$ cat src/rtl/tank_pkg.sv
// Shared types and screen constants for the tank game datapath.
package tank_pkg;

    localparam int SCREEN_W  = 640;
    localparam int SCREEN_H  = 480;
    localparam int TANK_SIZE = 32;

    typedef enum logic [2:0] {
        DIR_UP    = 3'd1,
        DIR_RIGHT = 3'd2,
        DIR_LEFT  = 3'd3,
        DIR_DOWN  = 3'd4
    } dir_t;

    typedef struct packed {
        logic       active;
        logic [9:0] x;
        logic [9:0] y;
        dir_t       dir;
    } bullet_t;

endpackage

$ cat src/rtl/bullet_slot.sv
// One projectile slot: loads at the muzzle, steps once per frame tick and
// retires itself when the next step would leave the screen.
module bullet_slot #(
    parameter int BULLET_SIZE = 4,
    parameter int SPEED       = 4,
    parameter int SCREEN_W    = tank_pkg::SCREEN_W,
    parameter int SCREEN_H    = tank_pkg::SCREEN_H
) (
    input  logic              Clk,
    input  logic              Reset,
    input  logic              tick,
    input  logic              load,
    input  tank_pkg::bullet_t load_val,
    input  logic [9:0]        DrawX,
    input  logic [9:0]        DrawY,
    output logic              active,
    output logic              active_next,
    output logic              hit
);

    localparam logic [10:0] SPD   = 11'(SPEED);
    localparam logic [9:0]  SPD10 = 10'(SPEED);
    localparam logic [10:0] BSZ   = 11'(BULLET_SIZE);
    localparam logic [10:0] MAX_X = 11'(SCREEN_W);
    localparam logic [10:0] MAX_Y = 11'(SCREEN_H);

    tank_pkg::bullet_t b, b_next;
    logic [10:0] x_ext, y_ext, px_ext, py_ext;

    assign x_ext  = {1'b0, b.x};
    assign y_ext  = {1'b0, b.y};
    assign px_ext = {1'b0, DrawX};
    assign py_ext = {1'b0, DrawY};

    // A freshly loaded bullet does not move on its spawn tick.
    always_comb begin
        b_next = b;
        if (tick) begin
            if (load) begin
                b_next = load_val;
            end else if (b.active) begin
                case (b.dir)
                    tank_pkg::DIR_UP:
                        if (y_ext < SPD) b_next.active = 1'b0;
                        else             b_next.y = b.y - SPD10;
                    tank_pkg::DIR_DOWN:
                        if (y_ext + SPD + BSZ > MAX_Y) b_next.active = 1'b0;
                        else                           b_next.y = b.y + SPD10;
                    tank_pkg::DIR_LEFT:
                        if (x_ext < SPD) b_next.active = 1'b0;
                        else             b_next.x = b.x - SPD10;
                    tank_pkg::DIR_RIGHT:
                        if (x_ext + SPD + BSZ > MAX_X) b_next.active = 1'b0;
                        else                           b_next.x = b.x + SPD10;
                    default:
                        b_next.active = 1'b0;
                endcase
            end
        end
    end

    always_ff @(posedge Clk) begin
        if (Reset) begin
            b <= '{active: 1'b0, x: 10'd0, y: 10'd0, dir: tank_pkg::DIR_UP};
        end else begin
            b <= b_next;
        end
    end

    assign active      = b.active;
    assign active_next = b_next.active;
    assign hit = b.active
               && (px_ext >= x_ext) && (px_ext < x_ext + BSZ)
               && (py_ext >= y_ext) && (py_ext < y_ext + BSZ);

endmodule

$ cat src/rtl/bullet_engine.sv
// Bullet pool for the tank: frame tick detect, spawn allocation, cooldown and
// pixel hit merge. Define BULLET_EDGE_FIRE_EN to require a fire release between shots.
module bullet_engine #(
    parameter int NUM_BULLETS     = 4,
    parameter int BULLET_SIZE     = 4,
    parameter int SPEED           = 4,
    parameter int COOLDOWN_FRAMES = 15,
    parameter int TANK_SIZE       = tank_pkg::TANK_SIZE,
    parameter int SCREEN_W        = tank_pkg::SCREEN_W,
    parameter int SCREEN_H        = tank_pkg::SCREEN_H
) (
    input  logic       Clk,
    input  logic       Reset,
    input  logic       frame_clk,
    input  logic       fire,
    input  logic [9:0] tank_X,
    input  logic [9:0] tank_Y,
    input  logic [2:0] tank_dir,
    input  logic [9:0] DrawX,
    input  logic [9:0] DrawY,
    output logic       is_bullet,
    output logic [2:0] bullet_count,
    output logic       fire_ack
);

    localparam int          CD_W   = $clog2(COOLDOWN_FRAMES + 2);
    localparam logic [11:0] BS12   = 12'(BULLET_SIZE);
    localparam logic [11:0] TS12   = 12'(TANK_SIZE);
    localparam logic [11:0] HALF12 = 12'(TANK_SIZE / 2 - BULLET_SIZE / 2);
    localparam logic [11:0] W12    = 12'(SCREEN_W);
    localparam logic [11:0] H12    = 12'(SCREEN_H);

    logic                   frame_q, tick, spawn, fire_ok;
    logic                   free_found, dir_ok, underflow, muzzle_ok;
    logic [NUM_BULLETS-1:0] slot_active, slot_active_next, slot_hit, free_sel, slot_load;
    logic [11:0]            tx, ty, mx, my;
    logic [CD_W-1:0]        cooldown;
    logic [2:0]             count_next;
    tank_pkg::bullet_t      load_val;

    always_ff @(posedge Clk) begin
        if (Reset) frame_q <= 1'b0;
        else       frame_q <= frame_clk;
    end
    assign tick = frame_clk & ~frame_q;

    // Allocation sees occupancy before this tick's retirements.
    always_comb begin
        free_found = 1'b0;
        free_sel   = '0;
        for (int i = 0; i < NUM_BULLETS; i++) begin
            if (!slot_active[i] && !free_found) begin
                free_sel[i] = 1'b1;
                free_found  = 1'b1;
            end
        end
    end

    always_comb begin
        tx        = {2'b00, tank_X};
        ty        = {2'b00, tank_Y};
        mx        = tx + HALF12;
        my        = ty + HALF12;
        dir_ok    = 1'b1;
        underflow = 1'b0;
        case (tank_dir)
            tank_pkg::DIR_UP: begin
                my        = ty - BS12;
                underflow = (ty < BS12);
            end
            tank_pkg::DIR_DOWN:  my = ty + TS12;
            tank_pkg::DIR_LEFT: begin
                mx        = tx - BS12;
                underflow = (tx < BS12);
            end
            tank_pkg::DIR_RIGHT: mx = tx + TS12;
            default:             dir_ok = 1'b0;
        endcase
        muzzle_ok = dir_ok && !underflow && (mx + BS12 <= W12) && (my + BS12 <= H12);
    end

    always_comb begin
        load_val.active = 1'b1;
        load_val.x      = mx[9:0];
        load_val.y      = my[9:0];
        load_val.dir    = tank_pkg::dir_t'(tank_dir);
    end

`ifdef BULLET_EDGE_FIRE_EN
    logic released;
    always_ff @(posedge Clk) begin
        if (Reset) begin
            released <= 1'b0;
        end else if (tick) begin
            if (spawn)      released <= 1'b0;
            else if (!fire) released <= 1'b1;
        end
    end
    assign fire_ok = released;
`else
    assign fire_ok = 1'b1;
`endif

    assign spawn     = tick && fire && fire_ok && (cooldown == '0) && free_found && muzzle_ok;
    assign slot_load = spawn ? free_sel : '0;

    for (genvar g = 0; g < NUM_BULLETS; g++) begin : g_slot
        bullet_slot #(
            .BULLET_SIZE (BULLET_SIZE),
            .SPEED       (SPEED),
            .SCREEN_W    (SCREEN_W),
            .SCREEN_H    (SCREEN_H)
        ) u_slot (
            .Clk         (Clk),
            .Reset       (Reset),
            .tick        (tick),
            .load        (slot_load[g]),
            .load_val    (load_val),
            .DrawX       (DrawX),
            .DrawY       (DrawY),
            .active      (slot_active[g]),
            .active_next (slot_active_next[g]),
            .hit         (slot_hit[g])
        );
    end

    always_comb begin
        count_next = '0;
        for (int i = 0; i < NUM_BULLETS; i++) begin
            count_next = count_next + 3'(slot_active_next[i]);
        end
    end

    always_ff @(posedge Clk) begin
        if (Reset) begin
            cooldown     <= '0;
            fire_ack     <= 1'b0;
            bullet_count <= 3'd0;
        end else begin
            fire_ack     <= spawn;
            bullet_count <= count_next;
            if (tick) begin
                if (spawn)                cooldown <= CD_W'(COOLDOWN_FRAMES);
                else if (cooldown != '0)  cooldown <= cooldown - CD_W'(1);
            end
        end
    end

    assign is_bullet = |slot_hit;

endmodule

$ cat config.mk
export PLATFORM = sky130hd
export DESIGN_NAME = bullet_engine
export DESIGN_NICKNAME = d
export VERILOG_FILES = /design/src/rtl/tank_pkg.sv /design/src/rtl/bullet_slot.sv /design/src/rtl/bullet_engine.sv
export SDC_FILE = /design/constraint.sdc
export NUM_CORES = 1
export LEC_CHECK = 0
export BUFFER_PORTS_ARGS = -buffer_cell sky130_fd_sc_hd__buf_2
export CAP_MARGIN = 20
export CORE_MARGIN = 2
export CORE_UTILIZATION = 40
export CTS_CLUSTER_SIZE = 8
export DETAILED_ROUTE_END_ITERATION = 10
export PLACE_DENSITY = 0.59
export SYNTH_ARGS = -nofsm -noshare
export SYNTH_HDL_FRONTEND = slang
export SYNTH_SLANG_ARGS = --single-unit
$ cat constraint.sdc
create_clock -name Clk -period 5.5 [get_ports Clk]
set_input_delay 0.825 -clock Clk [delete_from_list [all_inputs] [get_ports Clk]]
set_output_delay 0.825 -clock Clk [all_outputs]
set_load 0.05 [all_outputs]
==> flow_summary.yaml <==
yosys:
  ys_top_cells_by_area: "ha_1 (18%), dfxtp_1 (16%), xnor2_1 (6.3%)"
  synth_edf_count: 0
  ys_seq_area_share_pct: 15.8
  synth-async-reset-ratio_pct: 0
  synthesis.nets: 2034
  synthFlopType: "dfxtp_1"
  synth.distinct_cells: 104
  avgSynthCellArea_um2: 7.53
  syn_inst: 1788
  netlist_area_um2: 13500
  ys_warn_count: 0
  yosys.area.top_type: "ha_1"
  netlist.area_leader.share_pct: 18.4
  ys_ff_latch: 106
clock_tree:
  cts_buffers: 9
  cts_sinks: 106
  clk_path_buf_depth: 2
  clkSlewWorstSetupHoldPaths_ns: 0.09
  cts_resized: 0
  ctsRootBufferMaster: "clkbuf_16"
  htree_levels: 3
  hold_buffers: 0
  clk-insertion-delay-late_ns: 0.37
  tritoncts: "done"
  post-cts-setup-buffer-count: 0
setup_path:
  required_ns: 4.68
  crit_path_frequent_cell: "ha_1"
  crit_type: "reg -> out"
  max_stage_delay_ns: 0.59
  crit_chain: "ha_1 > and3_1 > nand3_1 > xnor2_1 > ha_1 > a21oi_1 > nand2_1 > a21o_1 > a211oi_1 > nand4_1 > o32a_1 > o211ai_1 > buf_2"
  path_buf_inv: 1
  rr_startpoint: "g_slot[0].u_slot.b[5]$_SDFFE_PP0P_"
  cp_top_family: "compound AO/OA/AOI/OAI gates"
  critPathMaxFanout: 12
  crit_start: "g_slot[2].u_slot.b[5]$_SDFFE_PP0P_"
  crit_path_end_kind: "output port"
  startpoint_type: "register"
  arrival_ns: 3.96
  cp_slowest_cell: "dfxtp_1"
global_routing:
  grt_first_pass_wirelength_mm: 70.2
  antenna_found_initial: 0
  grt_overflow: 0
  grt_pass1_vias: 12500
  grt_max_degree: 67
  grtUsageTotal_pct: 24.7
finish:
  nFillCells: 3525
  nets: 2031
  stdcell_area_um2: 14400
  diodes: 0
  area_growth_pct: 6.90
  utilization_pct: 43.1
  drive_gt1_share_pct: 7.93
die:
  rows: 67
  pin_count: 52
  die_height_um: 187
  die_x_um: 187
  initial_utilization_pct: 40.3
  coreArea_um2: 33400
  die_area_um2: 35100
sta:
  hold_viol_final: 0
  fin_ws_ns: 0.711
  tns_ns: 0
  slew_headroom_pct: 25.0
  min_period_ns: 4.79
  skew_ns: 0.0155
  setup_viol: 0
  max_freq_mhz: 209
  tightest_slew_ns: 1.12
  rsz0062_at_grt: "false"
  final.period_utilization_pct: 87.1
  slew_viol_final: 0
drt:
  drc: 0
  ant_nets: 0
  post_drt_wl_per_cell_um: 19.6
  routed_via_density: 5.98
  dr.pass1.iters: 7
  via_count: 13400
  drt-initial-drc-count: 1135
  wl_mm: 43.9
placed_design:
  gp_congestion: 0.921
  pre_cts_ws_ns: 0.687
  io_buffers: 51
  hpwl_mm: 34.3
  placed_area_um2: 14100
power_and_ir_drop:
  ir_drop_mv: 0.115
  p_total_mw: 2.06
  power_density_nw_per_um2: 143
  p_leak_nw: 5.22
outcome:
  run_status: "finished clean"
worst_hold_path:
  min_from: "cooldown[4]$_SDFFE_PP0P_"
  hp-class: "reg -> reg"
run:
  cap_violations: 0
[where the power goes]
group | total, mW | internal (mW) | switching [mW]
Sequential | 0.806 | 0.786 | 0.0194
Combinational | 0.542 | 0.201 | 0.341
Clock | 0.712 | 0.371 | 0.341
Total | 2.06 | 1.36 | 0.701
[final timing paths]
path	endpoint	slack (ns)	depth (start not counted)
worst min register to register	cooldown[4]$_SDFFE_PP0P_	0.44	2
worst max register to register	bullet_count[1]$_SDFF_PP0_	1.21	14
worst min-delay path	cooldown[4]$_SDFFE_PP0P_	0.44	2
worst max-delay path	is_bullet	0.71	13
[registers in the layout, indices dropped and copies added (netlist names)]
signal                count
frame_q                   1
fire_ack                  1
g_slot.u_slot.b          92
bullet_count              3
g_slot.u_slot.active      4
cooldown                  5
[placed cells by master, fill, tap and decap left out, types with 29 or more instances in the layout]
cell      count
nand3_1      53
a21oi_1     114
dfxtp_1     106
nand2b_1     30
nor2_1      116
ha_1        198
a21o_1       35
inv_1       123
o21ai_0      70
nor3_1       54
buf_2        50
xnor2_1      97
nor4_1       29
nand2_1     179
[area by class of cell]
type                    instances  area, um^2  share of cell area (%)
clock buffers                  11         243                    1.69
clock inverters                 5        62.6                   0.435
inverters                     127         477                    3.31
multi-input cells            1464       10500                    72.8
flip-flops and latches        106        2120                    14.8
well taps                     448         561                    3.90
repair buffers                 77         453                    3.15
[synthesized netlist by cell type, types with 13 or more instances]
master	count
ha_1	198
nand2_1	179
inv_1	123
nor2_1	116
a21oi_1	114
dfxtp_1	106
xnor2_1	97
o21ai_0	70
clkbuf_1	65
nor3_1	54
nand3_1	53
a21o_1	35
nand2b_1	30
nor4_1	29
a211oi_1	28
mux2i_1	28
a31oi_1	26
and3_1	24
nor2b_1	22
o211ai_1	20
nand4_1	19
o31ai_1	18
o21a_1	17
or3_1	16
buf_2	15
and2_1	14
o22ai_1	13
[metrics by stage]
stage                     instances  hold slack, ns
after floorplan                1788           0.407
after global placement         2222           0.417
after detailed placement       2222           0.423
after CTS                      2238           0.436
after global routing           2238           0.455
final                          2238           0.436
[routing by layer]
metal	track usage, %	vias to the layer above	share of wire, %
met3	2.03	39	5.1
met1	35.1	6392	48
met4	5.15	0	1.5
met2	40.9	417	46
met5	0	-	0
li1	-	6546	-
[worst min-delay path: stages (launching register included)]
cell,delay [ns]
dfxtp_1,0.31
inv_1,0.05
a311oi_1,0.04
[logic make-up after synthesis]
| group | share of synthesized area [%] |
|---|---|
| xor+xnor | 7.22 |
| simple gates | 24.3 |
| compound gates | 25.6 |
| mux | 2.17 |
| flops | 15.8 |
| fa+ha+maj | 18.6 |
| buf+inv | 6.44 |
Note: power is estimated with default switching activity, not from simulation.
